<file path="config.mk">
export PLATFORM = sky130hd
export DESIGN_NAME = mem_boot_loader
export DESIGN_NICKNAME = d
export VERILOG_FILES = /design/src/rtl/mem_boot_loader_pkg.sv /design/src/rtl/mem_boot_loader_word_ctr.sv /design/src/rtl/mem_boot_loader.sv
export SDC_FILE = /design/constraint.sdc
export NUM_CORES = 1
export LEC_CHECK = 0
export CORE_AREA = 2 2 104 106
export CTS_BUF_LIST = sky130_fd_sc_hd__clkbuf_16
export DETAILED_ROUTE_END_ITERATION = 6
export DIE_AREA = 0 0 106 108
export PLACE_DENSITY = 0.76
export SKIP_LAST_GASP = 1
export SYNTH_ARGS = -nofsm -noshare
export SYNTH_HDL_FRONTEND = slang
export SYNTH_HIERARCHICAL = 1
export SYNTH_SLANG_ARGS = --single-unit
export TNS_END_PERCENT = 100
</file>
<file path="constraint.sdc">
create_clock -name clk -period 3.95 [get_ports clk]
set_input_delay 0.79 -clock clk [delete_from_list [all_inputs] [get_ports clk]]
set_output_delay 0.79 -clock clk [all_outputs]
set_load 0.01 [all_outputs]
</file>
<file path="src/rtl/mem_boot_loader_pkg.sv">
// Shared types and defaults for the BRAM boot loader: FSM state encoding
// and the BRAM depth derived from the byte-address width.
package mem_boot_loader_pkg;

    typedef enum logic [2:0] {
        ST_IDLE   = 3'd0,
        ST_LOAD_D = 3'd1,
        ST_LOAD_I = 3'd2,
        ST_SETTLE = 3'd3,
        ST_RUN    = 3'd4
    } loader_state_t;

    localparam int DEFAULT_DATA_WIDTH = 32;
    localparam int DEFAULT_ADDR_WIDTH = 10;

    // BRAMs are word-organised but byte-addressed, so two address bits are dropped.
    function automatic int depth_words(input int addr_width);
        return 1 << (addr_width - 2);
    endfunction

endpackage

</file>
<file path="src/rtl/mem_boot_loader_word_ctr.sv">
// Word index counter shared by the data and instruction regions; wraps to
// zero on the handshake that writes the last word of a region.
module loader_word_ctr #(
    parameter int CNT_WIDTH = 9
) (
    input  logic                 clk,
    input  logic                 rst,
    input  logic                 clear,
    input  logic                 inc,
    input  logic [CNT_WIDTH-1:0] limit,
    output logic [CNT_WIDTH-1:0] index,
    output logic                 last
);

    assign last = (index == (limit - CNT_WIDTH'(1)));

    always_ff @(posedge clk) begin
        if (rst) begin
            index <= '0;
        end else if (clear || (inc && last)) begin
            index <= '0;
        end else if (inc) begin
            index <= index + CNT_WIDTH'(1);
        end
    end

endmodule

</file>
<file path="src/rtl/mem_boot_loader.sv">
// Boot loader: streams words into the data then instruction BRAM, holds the
// core in stall until both regions are written, then releases it.
module mem_boot_loader
    import mem_boot_loader_pkg::*;
#(
    parameter int DATA_WIDTH = DEFAULT_DATA_WIDTH,
    parameter int ADDR_WIDTH = DEFAULT_ADDR_WIDTH,
    parameter int CNT_WIDTH  = ADDR_WIDTH - 1
) (
    input  logic                  clk,
    input  logic                  rst,
    input  logic                  start,
    input  logic                  abort,
    input  logic [CNT_WIDTH-1:0]  d_count,
    input  logic [CNT_WIDTH-1:0]  i_count,
    input  logic [DATA_WIDTH-1:0] s_data,
    input  logic                  s_valid,
    output logic                  s_ready,
    output logic [ADDR_WIDTH-1:0] i_w_addr,
    output logic [DATA_WIDTH-1:0] i_w_dat,
    output logic                  i_w_enb,
    output logic [ADDR_WIDTH-1:0] d_w_addr,
    output logic [DATA_WIDTH-1:0] d_w_dat,
    output logic                  d_w_enb,
    output logic                  d_bram_init_done,
    output logic                  pc_stall,
    output logic                  busy,
    output logic                  done,
    output logic                  err
);

    // One extra bit so a count equal to the depth compares correctly.
    localparam logic [CNT_WIDTH:0] DEPTH = (CNT_WIDTH + 1)'(depth_words(ADDR_WIDTH));

    loader_state_t         state, next_state;
    logic [CNT_WIDTH-1:0]  d_len, i_len;
    logic [CNT_WIDTH-1:0]  index, limit;
    logic                  last;
    logic                  handshake;
    logic                  start_ok;
    logic                  overflow;
    logic                  ctr_clear;
    logic                  ctr_inc;
    logic [ADDR_WIDTH-1:0] word_addr;

    assign s_ready   = (state == ST_LOAD_D) || (state == ST_LOAD_I);
    assign handshake = s_valid && s_ready;
    assign overflow  = ({1'b0, d_count} > DEPTH) || ({1'b0, i_count} > DEPTH);
    assign start_ok  = start && !abort && ((state == ST_IDLE) || (state == ST_RUN));
    assign limit     = (state == ST_LOAD_D) ? d_len : i_len;
    assign ctr_inc   = handshake && !abort;
    assign word_addr = ADDR_WIDTH'({index, 2'b00});

    assign pc_stall         = (state != ST_RUN);
    assign done             = (state == ST_RUN);
    assign busy             = (state == ST_LOAD_D) || (state == ST_LOAD_I) || (state == ST_SETTLE);
    assign d_bram_init_done = (state == ST_LOAD_I) || (state == ST_SETTLE) || (state == ST_RUN);

    loader_word_ctr #(
        .CNT_WIDTH(CNT_WIDTH)
    ) u_word_ctr (
        .clk  (clk),
        .rst  (rst),
        .clear(ctr_clear),
        .inc  (ctr_inc),
        .limit(limit),
        .index(index),
        .last (last)
    );

    always_comb begin
        next_state = state;
        ctr_clear  = 1'b0;
        if (abort) begin
            next_state = ST_IDLE;
            ctr_clear  = 1'b1;
        end else begin
            case (state)
                ST_IDLE, ST_RUN: begin
                    if (start) begin
                        ctr_clear = 1'b1;
                        if (overflow)            next_state = ST_IDLE;
                        else if (d_count != '0)  next_state = ST_LOAD_D;
                        else if (i_count != '0)  next_state = ST_LOAD_I;
                        else                     next_state = ST_SETTLE;
                    end
                end
                ST_LOAD_D: begin
                    if (handshake && last)
                        next_state = (i_len != '0) ? ST_LOAD_I : ST_SETTLE;
                end
                ST_LOAD_I: begin
                    if (handshake && last) next_state = ST_SETTLE;
                end
                ST_SETTLE: next_state = ST_RUN;
                default:   next_state = ST_IDLE;
            endcase
        end
    end

    always_ff @(posedge clk) begin
        if (rst) begin
            state <= ST_IDLE;
            d_len <= '0;
            i_len <= '0;
            err   <= 1'b0;
        end else begin
            state <= next_state;
            if (start_ok) begin
                err <= overflow;
                if (!overflow) begin
                    d_len <= d_count;
                    i_len <= i_count;
                end
            end
        end
    end

    // BRAM ports are registered: each accepted word lands one cycle later.
    always_ff @(posedge clk) begin
        if (rst) begin
            d_w_enb  <= 1'b0;
            d_w_addr <= '0;
            d_w_dat  <= '0;
            i_w_enb  <= 1'b0;
            i_w_addr <= '0;
            i_w_dat  <= '0;
        end else begin
            d_w_enb <= ctr_inc && (state == ST_LOAD_D);
            i_w_enb <= ctr_inc && (state == ST_LOAD_I);
            if (ctr_inc && (state == ST_LOAD_D)) begin
                d_w_addr <= word_addr;
                d_w_dat  <= s_data;
            end
            if (ctr_inc && (state == ST_LOAD_I)) begin
                i_w_addr <= word_addr;
                i_w_dat  <= s_data;
            end
        end
    end

endmodule

</file>
# [Word-level counts from Yosys, hierarchy flattened]
# Cells that the tools add are included.
# W data, S select, Z words.
[op_classes] n_addsub=2 n_mul=0 n_div=0 n_lt_le_gt_ge=2 eq_ne=9 shifts=0 n_mux=12 n_bitwise=1 reduce_logical=25
[ops] operator="$reduce_bool A9 Y1" n=3
[ops] operator="$gt A9 B9 Y1 const B" n=2
[ops] operator="$pmux W3 S4" n=1
[ops] operator="$add A9 B1 Y9 const B" n=1
[ops] operator="$eq A9 B9 Y1" n=1
[ops] operator="$mux W3" n=3
[ops] operator="$mux W9" n=1
[ops] operator="$sub A9 B1 Y9 const B" n=1
[ops] operator="$logic_and A1 B1 Y1" n=8
[ops] operator="$logic_or A1 B1 Y1" n=7
[ops] operator="$eq A3 B2 Y1 const B" n=2
[ops] operator="$reduce_or A2 Y1" n=3
[ops] operator="$mux W1" n=5
[ops] operator="$mux W2" n=2
[ops] operator="$ne A2 B1 Y1 const B" n=2
[ops] operator="$eq A3 B1 Y1 const B" n=1
[ops] operator="$eq A3 B3 Y1 const B" n=1
[ops] operator="$logic_not A3 Y1" n=1
[ops] operator="$ne A3 B3 Y1 const B" n=1
[ops] operator="$reduce_and A3 Y1" n=1
[ops] operator="$ne A2 B2 Y1 const B" n=1
[ops] operator="$reduce_and A2 Y1" n=1
[ops] operator="$logic_not A1 Y1" n=1
[ops] operator="$not A1 Y1" n=1
[totals] ff_bits=113 latchBits=0 ramBits=0 mem_bits_ro=0 inputBits=55 output_inout_bits=92 elab_cells=62 n_memories=0

# [Depth between registers and ports, before layout]
[logic_depth] ltp_word=7 mapped_depth=16 mapped_depth_nobuf=14

# [Modules after synthesis]
# The synthesis kept the hierarchy.
[by_module_without_submodules] module="mem_boot_loader" instances=1 cells_each=489 area_per_inst_um2=3968.8 seq_area_each_um2=2082.0
[by_module_without_submodules] module="loader_word_ctr" instances=1 cells_each=97 area_per_inst_um2=774.5 seq_area_each_um2=180.2

# [Least setup slack after synthesis]
# OpenSTA, ideal clock, no wires.
[synth_path] path_kind="reg2reg" startpoint="register state[0]" endpoint="register state[0]" setup_ps=69 arrival_ps=3301 path_slack_ps=580 stages_incl_launch_ff=17 path_buffers=2 path_cell_list="dfxtp_1 > buf_2 > nor3b_1 > buf_2 > mux2_1 > inv_1 > ha_1 > nor3b_4 > nand2_2 > o311ai_2 > nor2_1 > nor3_1 > nand2_1 > a21oi_1 > nor2_1 > a311o_1 > o21ai_1"
[synth_via] elab_chain_cells=7
[synth_lines] item="from (decl)" line_no="mem_boot_loader.sv:35" text="loader_state_t state, next_state;"
[synth_lines] item="from (signal assigned)" line_no="mem_boot_loader.sv:108" text="state <= next_state;"
[synth_lines] item="$eq A3 B1 Y1 *" line_no="mem_boot_loader.sv:50" text="assign limit = (state == ST_LOAD_D) ? d_len : i_len;"
[synth_lines] item="$mux W9 *" line_no="mem_boot_loader.sv:50"
[synth_lines] item="named net limit[0]" line_no="mem_boot_loader.sv:37" text="logic [CNT_WIDTH-1:0] index, limit;"
[synth_lines] item="$sub A9 B1 Y9 *" line_no="mem_boot_loader_word_ctr.sv:15" text="assign last = (index == (limit - CNT_WIDTH'(1)));"
[synth_lines] item="$eq A9 B9 Y1 *" line_no="mem_boot_loader_word_ctr.sv:15"
[synth_lines] item="named net last" line_no="mem_boot_loader.sv:38" text="logic last;"
[synth_lines] item="$logic_and A1 B1 Y1 *" line_no="mem_boot_loader.sv:89, mem_boot_loader.sv:93"
[synth_lines] item="$ne A2 B1 Y1 (no line)"
[synth_lines] item="$reduce_and A3 Y1 (no line) *"
# Mark *: on every way through the listed nets, which the timed path passes. The rest lies on a longest branch.
# A chain may end at the register's enable or synchronous reset.

# [Worst setup path after layout]
# Ends and elaborated chain as after synthesis.

==> reports/qor.txt <==
#FFs+latches synth - 113
Crit path launch type - flip-flop
TritonCTS clock tree - yes
Cell-internal power - 0.00230 W
DP Worst Slack - 0.307 ns
WP data required - 4.28 ns
Synth Area in Simple Gates - 25.8%
Setup ws final - 0.333 ns
Final setup viols - 0
Synth area leaders - dfxtp_1 (48%), nand2_1 (14%), a21oi_1 (8.8%)
Vert. Die Dim - 108 microns
Sequential fraction of the synthesis area - 47.7%
Post-CTS sizing - 0
Gate Count Post-Synth - 586
Crit path capture type - flip-flop
Hold crit path type - flip-flop to flip-flop
Hold_buf cts - 0
Drt wl/cell - 15.0 microns
Drt initial violations - 250
Design area - 0.00687 sq mm
Vias - 4,455
Worst slew pin tran - 0.931 ns
Antenna diodes - 0
Post-synth ARST share - 0%
Switch share - 21.8%
Synth top cells by count - nand2_1 (174), dfxtp_1 (113), a21oi_1 (83)
Vias per std cell - 5.15
Syn. warnings - 6
Clk_lat worst skew - 0.40 ns
PwrDens - 428 mW/mm^2
Compound-Gate Fraction of Synth Area - 12.8%
Post-Syn Area - 0.00474 sq mm
Yosys top cell area share - 47.7%
Area growth, synth to finish - 44.9%
Post-Synth Adder-Cell Area - 0.528%
Iteration count of the initial detailed-routing pass - 5
Post-layout nets - 773
Gr ovfl total - 0
Worst hold start - i_w_addr[7]
Total negative setup slack - 0 ns
Number of distinct library cells after synthesis - 55
CTS Buf Count - 17
Core area - 0.0102 sq mm
First-pass GRT wire length - 20.8 mm
Period minus WS final - 3.62 ns
Die X - 106 microns
Total die area - 0.0114 sq mm
Max-cap violation count - 0
Vias in the first global route - 4,358
Power share of the clock group - 55.1%
Static leakage - 2.46 nW
Yosys top cell by area - dfxtp_1
Max H-tree Level - 4
Largest family of logic cells by synthesized area - simple AND/OR/NAND/NOR gates
Final WL - 12.9 mm
Xor and xnor area share after synthesis - 2.95%
Combinational cell fraction of total power - 5.6%
RSZ-0062 raised after global routing - false
Clock Sink Count - 113
Initial Utilization - 46.4%
Worst vdd ir - 0.372 mV
Pins Over Slew Limit - 0
GRT Resource Usage Total - 22.8%
Most numerous cell in the Yosys netlist - nand2_1
Max Fclk - 0.276 GHz
Crit path from - state[0]
Hpwl dp - 8.89 mm
Max Root-Sink Buffers - 2
Share of power burned in registers - 39.3%
Fin crit share - 91.6%
Placed Instance Area - 0.00624 sq mm
Skew final - 0.0138 ns
Share of post-route cells with drive strength above 1 - 8.23%
Post-CTS setup buffer count - 0
Largest net degree at the start of global routing - 76
Critical Path AT - 3.94 ns
Root Driver - clkbuf_16
Total power draw - 0.00294 W
Routed Antenna Nets - 0
Final GP Congestion - 0.808
Initial antenna violation count - 0
Drt drc - 0
I/O pin cnt - 147
Clk pin slew, worst setup/hold paths - 0.05 ns
Prevailing post-synth register cell - dfxtp_1
Worst-path fanout max - 12
Number of flops mapped to enable cells by yosys - 0
Mux cell area share after synthesis - 5.72%
P_sw - 0.000640 W
Site Rows - 37
Max_slew headroom - 37.7%
Worst hold margin - 0.452 ns
Fin. Hold Viols - 0
FF-to-FF Start - state[0]
Outcome - complete, no violations
Setup Crit Path Kind - flip-flop to flip-flop
Syn_area_per_cell - 8.09 sq um
Number of I/O port buffers - 142
## final cells by class
type                    instances  area, sq um
fillers                       831         3360
multi-input cells             428         2290
flip-flops and latches        113         2260
repair buffers                149         1480
clock buffers                  17          425
clock inverters                15          208
well taps                     136          170
inverters                       7         26.3
## power by group through the flow
stage               Combinational [W]  Clock (W)  Sequential [W]
finish                       0.000166    0.00162         0.00115
global route                 0.000179    0.00170         0.00115
CTS                          0.000166    0.00164         0.00115
detailed placement           0.000164          0         0.00118
global placement             0.000160          0         0.00118
floorplan                   0.0000787          0         0.00118
## registers in the layout, indices dropped and copies added, names as in the netlist, 3 cells and up
signal,count
d_len,9
d_w_addr,8
d_w_dat,32
i_len,9
i_w_addr,8
i_w_dat,32
state,3
u_word_ctr/index,9
## placed cells by master, fill, tap and decap left out, types with 2 or more instances in the layout
cell type and count:
nand2_1 174, clkdlybuf4s50_1 141, dfxtp_1 112, a21oi_1 83, nor2_1 49, mux2i_1 17
clkbuf_16 17, mux2_1 9, xnor2_1 9, nor3_1 9, buf_4 7, xor2_1 7
inv_1 6, nand4_1 6, nand3_1 5, and2_1 4, conb_1 4, bufinv_16 4
nand2b_1 3, or4_4 3, o21ai_0 3, a31oi_1 3, inv_6 3, clkinv_4 3
nor3b_1 2, nor3_2 2, o31ai_1 2, nor4_2 2, nor2b_1 2, clkinvlp_4 2
or2_0 2, a221o_1 2, ha_1 2
## logic make-up (layout without fill, tap and decap cells)
family                     count (synthesis)  after routing
adders and majority gates                  2              2
xor gates and xnor gates                  16             16
DFF                                      113            113
buffers and inverters                     48            188
other                                      1              4
muxes                                     26             26
AOI/OAI and AO/OA                        104            104
and+or+nand+nor                          276            276
## final timing paths
path / slack (ns) / cells after the start / end
max: 0.33 / 15 / state[0]
min: 0.45 / 2 / i_w_addr[7]
max reg2reg: 0.33 / 15 / state[0]
min reg2reg: 0.45 / 2 / i_w_addr[7]
## layer usage
layer / track usage (%) / part of all wire [%]
met5: 0 / 0
met2: 41.4 / 52
met4: 6.39 / 1.9
met1: 26.8 / 42
met3: 5.61 / 4.6
## per-stage QoR
stage | utilization (%) | instances
global placement | 61.0 | 833
detailed placement | 61.0 | 833
floorplan | - | 589
global route | 67.2 | 865
CTS | 67.2 | 865
finish | 67.2 | 865
## worst max-delay path, cell delays in order, from the launching register on
cell and delay [ns]:
dfxtp_2 0.44, nor3b_1 0.22, buf_4 0.23, mux2_1 0.41, inv_1 0.08, ha_1 0.22
nor3b_4 0.29, nand2_2 0.11, o311ai_2 0.35, nor2_1 0.08, nor3_1 0.30, nand2_1 0.15
a21oi_1 0.16, nor2_1 0.05, a311o_1 0.32, o21ai_1 0.13
(Power assumes the default switching activity.)
